==> src/rtl/mem_controller.sv <==
// Memory-access controller: arbitrates fetch and load/store ports onto one Memory port,
// with sub-word load extension, read-modify-write sub-word stores and misalignment rejection.
module mem_controller #(
    parameter bit DATA_PRIORITY = 1'b1
) (
    input  logic        clock,
    input  logic        reset,
    input  logic        fetch_req,
    input  logic [31:0] fetch_addr,
    output logic        fetch_ack,
    output logic [31:0] fetch_instr,
    input  logic        data_req,
    input  logic        data_we,
    input  logic [1:0]  data_size,
    input  logic        data_unsigned,
    input  logic [31:0] data_addr,
    input  logic [31:0] data_wdata,
    output logic        data_ack,
    output logic [31:0] data_rdata,
    output logic        err,
    output logic [31:0] mem_address,
    output logic [31:0] mem_wdata,
    output logic        mem_write,
    output logic        mem_read,
    input  logic [31:0] mem_rdata,
    output logic [2:0]  dbg_state
);
    localparam logic [2:0] S_IDLE = 3'd0;
    localparam logic [2:0] S_RD   = 3'd1;
    localparam logic [2:0] S_WR   = 3'd2;
    localparam logic [2:0] S_RESP = 3'd3;
    localparam logic [2:0] S_ERR  = 3'd4;

    // Handshake: req is held by the requester until its one-cycle ack; requests are only sampled in IDLE.
    logic [2:0]  state_q, state_d;
    logic [31:0] addr_q, addr_d;
    logic [1:0]  size_q, size_d;
    logic        uns_q, uns_d;
    logic        we_q, we_d;
    logic        port_q, port_d;   // 1 = data port, 0 = fetch port
    logic [31:0] wdata_q, wdata_d;
    logic [31:0] buf_q, buf_d;

    logic        data_win;
    logic [31:0] sel_addr;
    logic [1:0]  sel_size;
    logic        sel_we;
    logic        misaligned;
    logic [31:0] merged;
    logic [7:0]  lane_b;
    logic [15:0] lane_h;
    logic [31:0] load_val;

    always_comb begin
        data_win = data_req & (DATA_PRIORITY | ~fetch_req);
        sel_addr = data_win ? data_addr : fetch_addr;
        sel_size = data_win ? data_size : 2'b10;
        sel_we   = data_win & data_we;
        case (sel_size)
            2'b00:   misaligned = 1'b0;
            2'b01:   misaligned = sel_addr[0];
            default: misaligned = |sel_addr[1:0];
        endcase
    end

    always_comb begin
        state_d = state_q;
        addr_d  = addr_q;
        size_d  = size_q;
        uns_d   = uns_q;
        we_d    = we_q;
        port_d  = port_q;
        wdata_d = wdata_q;
        buf_d   = buf_q;
        case (state_q)
            S_IDLE: begin
                if (data_win | fetch_req) begin
                    addr_d  = sel_addr;
                    size_d  = sel_size;
                    uns_d   = data_unsigned;
                    we_d    = sel_we;
                    port_d  = data_win;
                    wdata_d = data_wdata;
                    if (misaligned)                 state_d = S_ERR;
                    else if (sel_we && sel_size[1]) state_d = S_WR;
                    else                            state_d = S_RD;
                end
            end
            S_RD: begin
                buf_d   = mem_rdata;
                state_d = we_q ? S_WR : S_RESP;
            end
            S_WR:    state_d = S_RESP;
            default: state_d = S_IDLE;
        endcase
    end

    always_ff @(posedge clock or negedge reset) begin
        if (!reset) begin
            state_q <= S_IDLE;
            addr_q  <= '0;
            size_q  <= '0;
            uns_q   <= 1'b0;
            we_q    <= 1'b0;
            port_q  <= 1'b0;
            wdata_q <= '0;
            buf_q   <= '0;
        end else begin
            state_q <= state_d;
            addr_q  <= addr_d;
            size_q  <= size_d;
            uns_q   <= uns_d;
            we_q    <= we_d;
            port_q  <= port_d;
            wdata_q <= wdata_d;
            buf_q   <= buf_d;
        end
    end

    // Store merge: untouched bytes come from the word read in RD.
    always_comb begin
        merged = buf_q;
        if (size_q == 2'b00) begin
            case (addr_q[1:0])
                2'd0: merged[7:0]   = wdata_q[7:0];
                2'd1: merged[15:8]  = wdata_q[7:0];
                2'd2: merged[23:16] = wdata_q[7:0];
                default: merged[31:24] = wdata_q[7:0];
            endcase
        end else if (size_q == 2'b01) begin
            if (addr_q[1]) merged[31:16] = wdata_q[15:0];
            else           merged[15:0]  = wdata_q[15:0];
        end else begin
            merged = wdata_q;
        end
    end

    always_comb begin
        case (addr_q[1:0])
            2'd0:    lane_b = buf_q[7:0];
            2'd1:    lane_b = buf_q[15:8];
            2'd2:    lane_b = buf_q[23:16];
            default: lane_b = buf_q[31:24];
        endcase
        lane_h = addr_q[1] ? buf_q[31:16] : buf_q[15:0];
        case (size_q)
            2'b00:   load_val = {{24{~uns_q & lane_b[7]}}, lane_b};
            2'b01:   load_val = {{16{~uns_q & lane_h[15]}}, lane_h};
            default: load_val = buf_q;
        endcase
    end

    always_comb begin
        mem_read    = (state_q == S_RD);
        mem_write   = (state_q == S_WR);
        mem_address = (mem_read | mem_write) ? {addr_q[31:2], 2'b00} : 32'd0;
        mem_wdata   = mem_write ? merged : 32'd0;
        fetch_ack   = ((state_q == S_RESP) | (state_q == S_ERR)) & ~port_q;
        data_ack    = ((state_q == S_RESP) | (state_q == S_ERR)) & port_q;
        err         = (state_q == S_ERR);
        fetch_instr = ((state_q == S_RESP) & ~port_q) ? buf_q : 32'd0;
        data_rdata  = ((state_q == S_RESP) & port_q & ~we_q) ? load_val : 32'd0;
        dbg_state   = state_q;
    end
endmodule

==> config.mk <==
export PLATFORM = sky130hd
export DESIGN_NAME = mem_controller
export DESIGN_NICKNAME = d
export VERILOG_FILES = /design/src/rtl/mem_controller.sv
export SDC_FILE = /design/constraint.sdc
export NUM_CORES = 1
export LEC_CHECK = 0
export BUFFER_PORTS_ARGS = -buffer_cell sky130_fd_sc_hd__buf_4
export CAP_MARGIN = 0
export CORE_MARGIN = 2
export CORE_UTILIZATION = 42
export DETAILED_ROUTE_END_ITERATION = 12
export HOLD_SLACK_MARGIN = 0.15
export PLACE_DENSITY = 0.81
export SYNTH_ARGS = -nofsm -noshare
export SYNTH_HDL_FRONTEND = slang
export SYNTH_SLANG_ARGS = --single-unit
==> constraint.sdc <==
create_clock -name clock -period 2.5 [get_ports clock]
set_input_delay 0.125 -clock clock [delete_from_list [all_inputs] [get_ports clock]]
set_output_delay 0.125 -clock clock [all_outputs]
set_load 0.05 [all_outputs]
# Yosys cells after proc, flatten, opt, wreduce, memory -nomap -nowiden
# Cells that the tools add are included.
[op_classes]
eq_ne = 9
muxes = 23
bitwise = 14
reduce_logical = 8
[op_table]
columns = ["operator", "count"]
rows = [
  ["$mux 32", 7],
  ["$pmux 32 s2", 1],
  ["$mux 16", 3],
  ["$mux 8", 4],
  ["$pmux 8 s3", 1],
  ["$pmux 3 s3", 1],
  ["$and 1x1->1", 8],
  ["$eq 2x1->1 const B", 3],
  ["$eq 3x2->1 const B", 2],
  ["$logic_not 2->1", 3],
  ["$mux 3", 2],
  ["$mux 2", 2],
  ["$eq 3x1->1 const B", 1],
  ["$eq 3x3->1 const B", 1],
  ["$logic_not 3->1", 1],
  ["$not 1->1", 3],
  ["$or 1x1->1", 3],
  ["$reduce_or 3->1", 1],
  ["$eq 2x2->1 const B", 1],
  ["$ne 2x2->1 const B", 1],
  ["$pmux 1 s2", 1],
  ["$reduce_and 2->1", 1],
  ["$reduce_or 2->1", 1],
  ["$logic_and 1x1->1", 1],
  ["$mux 1", 1],
]
[totals]
reg_bits = 104
in_bits = 136
output_inout_bits = 136
wordCells = 62

# Depth between registers and ports, before layout
[depth]
ltp_word = 6
mapped_depth = 7
ltp_nobuf = 5

# Least setup slack after synthesis
# No wires, ideal clock.
[synth_timing]
path_kind = "reg-to-output"
startpoint = "register state_q[1] (netlist: dbg_state[1])"
endpoint = "output data_rdata[6]"
arrival_time_ps = 3915
path_slack_ps = -1540
stages_incl_launch_ff = 6
path_cell_list = "dfrtp_1 -> buf_2 -> and3b_1 -> nand3b_2 -> clkbuf_1 -> a2111oi_0"
[synth_between]
elab_chain_len = 4
[synth_rtl]
columns = ["item", "line", "source"]
rows = [
  ["start: declaration", "35", "logic [2:0] state_q, state_d;"],
  ["start signal: assignment", "109", "state_q <= state_d;"],
  ["$eq 3x2->1", "162", "data_rdata = ((state_q == S_RESP) & port_q & ~we_q) ? load_val : 32'd0;"],
  ["$and 1x1->1 (2 in a row)", "162", ""],
  ["$mux 32", "162", ""],
  ["end: declaration", "19", "output logic [31:0] data_rdata,"],
]
# No other way between the ends.

# Final worst setup path
[layout_timing]
startpoint = "register buf_q[31]"
endpoint = "output data_rdata[31]"
[layout_between]
elab_chain_len = 4
word_cells_on_any_way = 6
cone_classes = "mux: 4; bitwise: 2"
[layout_rtl]
columns = ["item", "line", "source"]
rows = [
  ["start: declaration", "42", "logic [31:0] buf_q, buf_d;"],
  ["start signal: assignment", "116", "buf_q <= buf_d;"],
  ["$pmux 8 s3 or $mux 16 (tied branches)", "139, 145", ""],
  ["$and 1x1->1, on equally long branches", "147, 148", ""],
  ["$pmux 32 s2 *", "146", "case (size_q)"],
  ["$mux 32 *", "162", ""],
]
# Every way passes the cells marked *; elsewhere a longest branch is shown, timed or not.

==> run_results.csv <==
group,metric,value,unit
outcome,status,"completed",
sta,finalSetupViolations,0,
finish,area_delta_synth_final,65.9,%
placed_design,place_ws,378,ps
finish,antenna_cells,0,
synthesis,netlist_area,6230,sq um
grt,grt_pass1_vias,7387,
finish,drive_gt1_share,35.3,%
drt,antenna_left,0,
drt,postRouteWirelength,25000,um
setup_path,crit_fanout,16,
synthesis,synthAdderAreaFrac,0,%
grt,grt_pass1_wl,39000,um
synthesis,yosys_most_used_dff,"dfrtp_1",
min_path,hp-start,"fetch_addr[1]",
drt,vias_per_cell,5.59,
synthesis,synth_top_family_by_area,"simple AND/OR/NAND/NOR gates",
grt,overflow,0,
floorplanning,num_rows,44,
setup_path,reg2reg_to,"addr_q[17]",
cts,post-cts-setup-buffer-count,0,
floorplanning,ios,272,
sta,fin_skew,7.68,ps
synthesis,ys.warnings.count,0,
synthesis,synth_seq_area_share,41.8,%
synthesis,synth_mux_area_share,14.9,%
drt,dr.first_iter.drc_count,653,
drt,num_vias,7190,
setup_path,worst_setup_path_start_kind,"register",
floorplanning,core_area,14500,sq um
placed_design,io_buffers,269,
synthesis,yosys.area_share.xor_xnor,0.141,%
synthesis,synthCells,714,
setup_path,cp_slowest_cell,"dfrtp_1",
cts,cts_sinks,104,
placed_design,gp_congestion,0.949,
pwr,leakagePower,5.20,nW
floorplanning,dieArea,15800,sq um
setup_path,reg2reg_from,"dbg_state[2]",
grt,grt_max_degree,64,
setup_path,critical_path_class,"reg2out",
drt,drc,0,
setup_path,crit_path_cell_trace,"mux2_2 > nand3_1 > a2111oi_4 > buf_6 > a21o_1 > buf_4",
cts,clk_pin_slew,80,ps
cts,clockBufferDepth,2,
sta,fmax,0.413,GHz
placed_design,place_area,8670,sq um
cts,cts_tree,"yes",
drt,wire_per_inst,19.4,um
synthesis,synth-seq-cells,104,
sta,setup_tns,0,ps
synthesis,syn_area_per_cell,8.73,sq um
synthesis,synth_top_cell_area_share,41.8,%
min_path,min_to,"addr_q[1]",
setup_path,slowest_delay,550,ps
synthesis,synth_top_area_cell,"dfrtp_1",
floorplanning,die_h,126,um
pwr,p_per_area,1370,nW/um^2
setup_path,r2r_setup_slack,250,ps
setup_path,path_delay_family,"flip-flops",
drt,first_pass_iters,5,
cts,clk_latency,360,ps
setup_path,critPathRequiredTime,2380,ps
setup_path,critical_path_arrival,2300,ps
sta,maxSlewViolCount,0,
synthesis,ys_types,45,
synthesis,synth_compound_area_share,16.5,%
sta,slew_headroom,26.6,%
synthesis,synth_simple_gate_area_share,21.7,%
grt,antenna_found_initial,0,
floorplanning,die_w,126,um
cts,cts_buffers,9,
run,cap_viol_max_count,0,
setup_path,critPathBufInv,2,
sta,finalWorstSetupSlack,77.1,ps
synthesis,async_flop_share,100,%
cts,root_buffer,"clkbuf_16",
sta,finalCriticalPeriod,2420,ps
setup_path,ff2ff_path_depth,5,
sta,post-route-period-util,96.9,%
finish,nets,1234,
synthesis,synth_edf_count,0,
floorplanning,initial_core_util,42.9,%
sta,hold_violations,0,
placed_design,dpl.hpwl,16200,um
setup_path,endpoint_kind,"output pin",
sta,worst_slew_pin_slew,1100,ps
min_path,whs_path_depth,3,
pwr,irDropWorstVdd,0.736,mV
min_path,hold_class,"in2reg",
grt,grtUsageTotal,31.2,%
finish,final_area,10300,sq um
cts,htreeDepth,3,
synthesis,synthTopCellsByArea,"dfrtp_1, nand2_1, mux2i_1",
==> synth_stat cells (2+ instances only) <==
cell,number
nor2b_1,2
o211a_1,7
a21o_1,17
buf_4,3
nand2_1,166
a221oi_1,15
nor3_1,10
a22oi_1,7
nand3_1,3
mux2_2,24
and2_1,56
mux2i_1,48
nor4_1,9
o22ai_1,17
buf_2,12
inv_1,12
a2111oi_0,8
o21ai_0,66
a21oi_1,12
nor2_1,43
o21ai_1,2
clkbuf_1,37
buf_1,5
mux4_2,8
dfrtp_1,104
and3b_1,2
==> through the flow <==
step	hold WS, ps	power [mW]	utilization, %	cells
after floorplan	-171	9.50	-	715
after global placement	274	12.1	59.6	1136
after detailed placement	287	12.3	59.6	1136
after CTS	160	13.9	70.9	1287
after global routing	199	14.9	71.1	1287
final	158	14.2	71.1	1287
==> state kept, by name, indices dropped and copies added, names as in the netlist <==
| signal | flops |
|---|---|
| buf_q | 32 |
| size_q | 2 |
| we_q | 1 |
| port_q | 1 |
| wdata_q | 32 |
| dbg_state | 3 |
| uns_q | 1 |
| addr_q | 32 |
==> cell usage in the layout (no fill, tap or decap), drive strengths merged, types with 2 or more instances in the layout <==
cell and count:
dlygate4sd3 135, nor4 9, nand3b 2, and2 56
clkbuf 10, nor2 43, a21o 17, dfrtp 104
and3b 2, nand3 3, mux2 24, o22ai 17
o211a 7, clkinv 3, a221oi 15, o21ai 68
a21oi 12, mux4 8, a22oi 7, a2111oi 9
conb 2, buf 295, nor2b 2, mux2i 48
inv 16, nor3 11, nand2 167
==> metal layers <==
layer  GRT usage (%)  part of all wire [%]
met1            35.7                    36
met2            55.5                    51
met3            6.71                   7.9
met4            14.5                   4.5
met5               0                     0
==> kinds of logic (layout without fill, tap and decap cells) <==
kind of cell           after synthesis  after routing
flip-flops                         104            104
XOR/XNOR                             1              1
other                                1              2
AO/OA/AOI/OAI                      157            157
AND/OR/NAND/NOR                    299            299
multiplexers                        80             80
buffers and inverters               72            460
==> worst max path at each step <==
stage / startpoint / end / slack (ps) / cells after the start
finish: buf_q[31] / data_rdata[31] / 80 / 6
global route: buf_q[31] / data_rdata[31] / -1 / 6
CTS: addr_q[1] / data_rdata[3] / 20 / 5
detailed placement: addr_q[1] / data_rdata[0] / 380 / 5
global placement: dbg_state[2] / addr_q[3] / 460 / 6
floorplan: dbg_state[1] / data_rdata[0] / -680 / 4
==> cell type report <==
class                           instances  area [sq um]
Clock inverter                          6          50.0
Tap cell                              184           230
Inverter                               14          52.6
Fill cell                            1050          4200
Clock buffer                           10           239
Sequential cell                       104          2610
Multi-Input combinational cell        539          3570
Timing Repair Buffer                  430          3590
==> power by group <==
part           internal, mW  leakage (nW)  switching, mW
combinational          3.17          3.79           6.06
sequential             2.52          1.26           1.06
clock                 0.718         0.141          0.674
total                  6.41          5.20           7.80
==> what timing repair did <==
action,in CTS,in global routing
gates resized for setup,1,7
hold buffers,135,0
setup endpoints to repair,1,22
endpoints found under the hold margin,164,0
==> worst register-to-register path, cell delays in order, from the launching register on <==
cell and delay [ps]:
dfrtp_1 450, buf_4 200, nor3_2 420, o21ai_4 400, buf_12 330, o21ai_0 340
Power figures use the tool's default switching activity.
